**config.mk**
```make
export PLATFORM = sky130hd
export DESIGN_NAME = fft_power_peak
export DESIGN_NICKNAME = d
export VERILOG_FILES = /design/src/rtl/fft_power_peak.sv
export SDC_FILE = /design/constraint.sdc
export NUM_CORES = 2
export LEC_CHECK = 0
export CAP_MARGIN = 25
export CORE_ASPECT_RATIO = 1.2
export CORE_UTILIZATION = 39
export DETAILED_ROUTE_END_ITERATION = 12
export HOLD_SLACK_MARGIN = 0.05
export PLACE_DENSITY = 0.56
export SYNTH_ARGS = -nofsm -noshare
export SYNTH_HDL_FRONTEND = slang
export SYNTH_SLANG_ARGS = --single-unit
```
**constraint.sdc**
```tcl
create_clock -name clk -period 3.7 [get_ports clk]
set_input_delay 0.37 -clock clk [delete_from_list [all_inputs] [get_ports clk]]
set_output_delay 0.37 -clock clk [all_outputs]
set_load 0.05 [all_outputs]
```
**src/rtl/fft_power_peak.sv**
```systemverilog
// Bin power (re^2 + im^2) with a 2-stage pipeline and a per-frame peak tracker.
// Optional threshold flag on the reported peak is built when PEAK_THRESH_EN is defined.
module fft_power_peak #(
    parameter  int N          = 8,
    parameter  int DATA_WIDTH = 16,
    localparam int BIN_W      = $clog2(N),
    localparam int PWR_W      = 2 * DATA_WIDTH + 1
) (
    input  logic                         clk,
    input  logic                         rst_n,
    input  logic signed [DATA_WIDTH-1:0] in_real,
    input  logic signed [DATA_WIDTH-1:0] in_imag,
    input  logic                         in_valid,
    input  logic                         clear,
`ifdef PEAK_THRESH_EN
    input  logic        [PWR_W-1:0]      thresh,
    output logic                         peak_over,
`endif
    output logic        [PWR_W-1:0]      pwr_out,
    output logic        [BIN_W-1:0]      pwr_bin,
    output logic                         pwr_valid,
    output logic        [PWR_W-1:0]      peak_pwr,
    output logic        [BIN_W-1:0]      peak_bin,
    output logic                         peak_valid,
    output logic        [15:0]           frame_cnt,
    output logic        [1:0]            dbg_state
);

    typedef enum logic [1:0] {IDLE = 2'd0, RUN = 2'd1, REPORT = 2'd2} state_t;

    localparam logic [BIN_W-1:0] LAST_BIN = BIN_W'(N - 1);

    state_t                    r_state;
    state_t                    w_next;
    logic [BIN_W-1:0]          r_bin_cnt;
    logic [2*DATA_WIDTH-1:0]   r_s1_rr;
    logic [2*DATA_WIDTH-1:0]   r_s1_ii;
    logic [BIN_W-1:0]          r_s1_bin;
    logic                      r_s1_valid;
    logic [PWR_W-1:0]          r_run_pwr;
    logic [BIN_W-1:0]          r_run_bin;
    logic signed [2*DATA_WIDTH-1:0] w_rr;
    logic signed [2*DATA_WIDTH-1:0] w_ii;
    logic                      w_beat;
    logic                      w_load;
    logic                      w_upd;
    logic                      w_report;
    logic [PWR_W-1:0]          w_max_pwr;
    logic [BIN_W-1:0]          w_max_bin;

    assign w_rr      = in_real * in_real;
    assign w_ii      = in_imag * in_imag;
    assign dbg_state = r_state;

    always_ff @(posedge clk or negedge rst_n) begin
        if (!rst_n) begin
            r_bin_cnt <= '0;
        end else if (clear) begin
            r_bin_cnt <= '0;
        end else if (in_valid) begin
            r_bin_cnt <= (r_bin_cnt == LAST_BIN) ? '0 : r_bin_cnt + 1'b1;
        end
    end

    // Squares are never negative, so they are carried unsigned into the adder.
    always_ff @(posedge clk or negedge rst_n) begin
        if (!rst_n) begin
            r_s1_rr    <= '0;
            r_s1_ii    <= '0;
            r_s1_bin   <= '0;
            r_s1_valid <= 1'b0;
            pwr_out    <= '0;
            pwr_bin    <= '0;
            pwr_valid  <= 1'b0;
        end else begin
            r_s1_valid <= in_valid & ~clear;
            pwr_valid  <= r_s1_valid & ~clear;
            if (in_valid) begin
                r_s1_rr  <= $unsigned(w_rr);
                r_s1_ii  <= $unsigned(w_ii);
                r_s1_bin <= r_bin_cnt;
            end
            if (r_s1_valid) begin
                pwr_out <= {1'b0, r_s1_rr} + {1'b0, r_s1_ii};
                pwr_bin <= r_s1_bin;
            end
        end
    end

    always_ff @(posedge clk or negedge rst_n) begin
        if (!rst_n) begin
            r_state <= IDLE;
        end else begin
            r_state <= w_next;
        end
    end

    assign w_beat = pwr_valid & ~clear;

    always_comb begin
        w_next   = r_state;
        w_load   = 1'b0;
        w_upd    = 1'b0;
        w_report = 1'b0;
        case (r_state)
            IDLE: begin
                if (w_beat && pwr_bin == '0) begin
                    w_load = 1'b1;
                    w_next = RUN;
                end
            end
            RUN: begin
                if (w_beat) begin
                    w_upd = (pwr_out > r_run_pwr);
                    if (pwr_bin == LAST_BIN) begin
                        w_report = 1'b1;
                        w_next   = REPORT;
                    end
                end
            end
            REPORT: begin
                if (w_beat && pwr_bin == '0) begin
                    w_load = 1'b1;
                    w_next = RUN;
                end else begin
                    w_next = IDLE;
                end
            end
            default: w_next = IDLE;
        endcase
        if (clear) begin
            w_next   = IDLE;
            w_load   = 1'b0;
            w_upd    = 1'b0;
            w_report = 1'b0;
        end
    end

    // The last bin is folded in combinationally so the report does not wait a cycle.
    assign w_max_pwr = w_upd ? pwr_out : r_run_pwr;
    assign w_max_bin = w_upd ? pwr_bin : r_run_bin;

    always_ff @(posedge clk or negedge rst_n) begin
        if (!rst_n) begin
            r_run_pwr  <= '0;
            r_run_bin  <= '0;
            peak_pwr   <= '0;
            peak_bin   <= '0;
            peak_valid <= 1'b0;
            frame_cnt  <= '0;
        end else begin
            peak_valid <= w_report;
            if (w_load) begin
                r_run_pwr <= pwr_out;
                r_run_bin <= pwr_bin;
            end else if (w_upd) begin
                r_run_pwr <= pwr_out;
                r_run_bin <= pwr_bin;
            end
            if (w_report) begin
                peak_pwr  <= w_max_pwr;
                peak_bin  <= w_max_bin;
                frame_cnt <= frame_cnt + 16'd1;
            end
        end
    end

`ifdef PEAK_THRESH_EN
    // Compared against the freshly reported peak during the REPORT cycle.
    always_ff @(posedge clk or negedge rst_n) begin
        if (!rst_n) begin
            peak_over <= 1'b0;
        end else if (peak_valid) begin
            peak_over <= (peak_pwr >= thresh);
        end
    end
`endif

endmodule

```
# == Word level (Yosys, flattened, before mapping) ==
# Index checks and enable logic that the tools add are counted.
# totals
regBits,199
latchBits,0
word_cells,61
memories,0
out_inout_bits,92
input_bits,36
ram_bits,0
rom_bits,0
# classes
n_eq_ne,7
magnitude_cmp,1
div_mod_pow,0
add_sub_neg,3
shifts,0
reduce_logical,6
muxes,23
n_bitwise,4
mul,2
# ops
cell,n
$mux W33,2
$mul A16 B16 Y32,2
$add A32 B32 Y33,1
$gt A33 B33 Y1,1
$add A16 B1 Y16 const B,1
$mux W3,5
$mux W1,11
$ne A3 B3 Y1 const B,3
$mux W2,4
$eq A3 B3 Y1 const B,2
$pmux W2 S3,1
$add A3 B1 Y3 const B,1
$and A1 B1 Y1,3
$logic_not A3 Y1,1
$reduce_and A3 Y1,1
$eq A2 B1 Y1 const B,1
$eq A2 B2 Y1 const B,1
$logic_not A2 Y1,1
$reduce_bool A2 Y1,1
$reduce_or A2 Y1,1
$logic_and A1 B1 Y1,1
$not A1 Y1,1

# == Logic depth before layout (Yosys ltp) ==
# depth
ltp_word,7
depth_mapped,26
ltp_nobuf,24

# == Least setup slack after synthesis ==
# No wires, ideal clock.
# synth_path
path_kind,input to register
start,in in_imag[15]
end,reg r_s1_ii[31]
t_required_ns,3.630
arrival_time_ns,6.434
setup_time_ns,0.070
stages,21
n_path_buf,2
path_slack_ns,-2.803
cell_sequence,clkbuf_1 > inv_1 > clkbuf_1 > nor2_1 > fa_1 > fa_1 > inv_1 > fa_1 > fa_1 > inv_1 > fa_1 > inv_1 > fa_1 > inv_1 > ha_1 > nand4_1 > nor4b_1 > o2111a_1 > nor3_1 > or4_1 > nand3_1
# synth_between
elab_chain_len,1
# synth_lines
element,line_no,rtl
"start, declared",12,"input logic signed [DATA_WIDTH-1:0] in_imag,"
$mul A16 B16 Y32,52,assign w_ii = in_imag * in_imag;
"end signal, assigned",80,r_s1_ii <= $unsigned(w_ii);
"end, declared",37,logic [2*DATA_WIDTH-1:0] r_s1_ii;
# Every way passes these cells.
# A chain may end at the register's enable or synchronous reset.

# == Final worst setup path ==
# layout_path
start,in in_real[6]
end,reg r_s1_rr[29]
# layout_between
elab_chain_len,1
# layout_lines
element,line_no,rtl
"start, declared",11,"input logic signed [DATA_WIDTH-1:0] in_real,"
$mul A16 B16 Y32,51,assign w_rr = in_real * in_real;
"end signal, assigned",79,r_s1_rr <= $unsigned(w_rr);
"end, declared",36,logic [2*DATA_WIDTH-1:0] r_s1_rr;
# Every way passes these cells.

==> reports/results.ini <==
[sta]
hold_viol = 0
postLayoutSetupSlackWorst_ns = -1.92
tightestPinTransition_ns = 0.947
fin_crit_ns = 5.62
slew_viol_final = 0
max_freq_ghz = 0.178
rsz0062_at_grt = yes
finalSetupViolCount = 51
relSlewSlack_pct = 36.8
fin_crit_sh_pct = 152
fin_skew_ns = 0.0168

[die]
rows = 107
core_area_mm2 = 0.0708
io_pins = 128
die_w_um = 246
die-area_mm2 = 0.0726
dieHeight_um = 295
start_util_pct = 39.4

[synth]
synth_commonest_cells = 696 x inv_1, 468 x fa_1, 244 x ha_1
synth-warning-count = 0
synth_async_sr_flop_share_pct = 100
synth_nets = 3644
yosys.area.top_type = fa_1
avgSynthCellArea_um2 = 9.63
synth_ff_type = dfrtp_1
ys_top_cells_by_area = fa_1 34%, dfrtp_1 18%, ha_1 11%, inv_1 9.4%, nand2_1 2.7%
synth.distinct_cells = 69
synth_simple_gate_area_share_pct = 10.3
syn_area_mm2 = 0.0279
yosys.area_share.adder_pct = 44.5
yosys.area_share.xor_xnor_pct = 3.11
muxShareOfSynthArea_pct = 4.12
yosysMostFrequentCell = inv_1
yosys_register_bits = 197
synth-edff-count = 0
synth_top_area_share_pct = 33.6
netlist_instances = 2896
ys_seq_area_share_pct = 17.7
synth_top_family_by_area = adder cells
synth_compound_area_share_pct = 9.33

[global_routing]
grt_use_met1_pct = 25.8
antenna_found_initial = 0
grt-busiest-layer = met2
grt_pass1_vias = 24120
grt_pass1_wl_um = 120000
use_met2_pct = 38.6
grt_max_degree = 105
track_usage_pct = 20.6
grt_use_met3_pct = 1.34
overflow = 0

[job]
maxCapViolCount = 0

[clock_tree]
cts_tree = done
path_clk_slew_ns = 0.08
cts_made_buffers = 17
clock_path_buffers = 2
cts_root_buffer = clkbuf_16
htreeDepth = 4
clkSinkCount = 197
worstSkewPairLatency_ns = 0.46

[placed_design]
dpl_cell_area_mm2 = 0.0339
port_buffers = 127
gp_congestion = 0.880
dp_hpwl_um = 60300
place_inst = 4309
dp_slack_ns = -3.04

[hold_path]
hold_class = in -> async

[setup_path]
path_cells = buf_6 -> and2_4 -> buf_6 -> fa_1 -> inv_2 -> fa_1 -> fa_1 -> inv_2 -> fa_1 -> fa_1 -> inv_2 -> fa_1 -> inv_2 -> ha_4 -> a211oi_2 -> o21ai_1 -> a221o_1 -> o311ai_4 -> a31oi_4 -> o21a_1 -> o21a_1 -> o31ai_1
arrival_ns = 5.98
cp_slowest_cell = fa_1
slowest_delay_ns = 0.54
cp-start-kind = input pin
critical-path-top-delay-family = adder cells
reg2reg_depth = 10
required_ns = 4.06
path_common_cell = fa_1
critPathCaptureType = flop
crit_cells = 22
path_max_fanout = 3
critPathKind = in -> reg
path_buf_inv = 6

[detailed_routing]
postRouteAntennaNets = 0
routed-via-count = 21998
post-route-drc-count = 0
drt_first_pass_iters = 5
drt_iter0_drc = 877
via_per_inst = 4.93
wl_per_cell_um = 16.2
wl_um = 72500

[finish]
n_antenna_cell = 0
instances_no_fill = 4464
fin_nets = 4273
area_growth_pct = 33.5
finalInstanceArea_mm2 = 0.0372
drive_gt1_share_pct = 31.2

[outcome]
violations = negative setup slack
status = complete, but fails checks

-- state kept, by name, indices dropped and copies added, names as in the netlist, 2 cells and up --
| name | cells |
|---|---|
| dbg_state | 2 |
| frame_cnt | 16 |
| peak_bin | 3 |
| peak_pwr | 33 |
| pwr_bin | 3 |
| pwr_out | 33 |
| r_bin_cnt | 3 |
| r_run_bin | 3 |
| r_run_pwr | 33 |
| r_s1_bin | 3 |
| r_s1_ii | 31 |
| r_s1_rr | 31 |
-- per-stage QoR --
step                      setup TNS [ns]  util, %  hold slack, ns
after floorplan                   -71.60        -          0.0744
after global placement           -124.45     47.8           0.466
after detailed placement         -127.18     47.9           0.475
after CTS                         -73.79     51.6          0.0715
after global routing              -80.47     52.6          0.0972
final                             -72.48     52.6          0.0336
-- logic make-up after synthesis --
family,Yosys count
AND/OR/NAND/NOR,611
multiplexers,93
flip-flops,197
buffers and inverters,791
XOR/XNOR,99
AO/OA/AOI/OAI,393
adder cells (fa/ha/maj),712
-- cell type report --
type,instances,area (um2)
Clock buffer,18,429
Timing Repair Buffer,702,6160
Fill cell,6266,33600
Sequential cell,197,4930
Clock inverter,14,183
Inverter,699,2650
Multi-Input combinational cell,1908,21700
Tap cell,926,1160
-- layer usage --
layer / share of wire, % / vias to the layer above
li1: - / 10365
met1: 42 / 11207
met2: 54 / 335
met3: 2.1 / 91
met4: 2.0 / 0
met5: 0 / -
-- repair_timing --
item / CTS / global route
setup endpoints to repair: 53 / 53
pin swaps: 238 / 124
gates cloned: 1 / 0
hold buffers: 0 / 0
buffers inserted: 113 / 24
gates resized for setup: 481 / 143
-- final timing paths --
kind	startpoint	endpoint	slack, ns
min in group clk	in_real[0]	r_s1_rr[0]$_DFFE_PN0P_	0.44
worst max-delay path	in_real[6]	r_s1_rr[29]$_DFFE_PN0P_	-1.92
max in group asynchronous	rst_n	pwr_out[26]$_DFFE_PN0P_	2.73
worst max register to register	pwr_out[21]$_DFFE_PN0P_	r_run_pwr[0]$_DFF_PN0_	0.49
worst min-delay path	rst_n	peak_pwr[7]$_DFFE_PN0P_	0.03
worst min register to register	frame_cnt[15]$_DFFE_PN0P_	frame_cnt[15]$_DFFE_PN0P_	0.48
-- cells in the final DEF (no fill, tap or decap), types with 58 or more instances in the layout --
master / instances
buf_4: 461
dfrtp_1: 197
ha_1: 205
fa_1: 430
clkdlybuf4s50_1: 93
xnor2_1: 69
nand2_1: 160
inv_1: 623
nor2_1: 131
buf_6: 102
nand3_1: 58
inv_2: 68
Power is left out: the tool's default activity adds up to more than one toggle a clock period on the data nets, which glitch-free logic cannot reach.
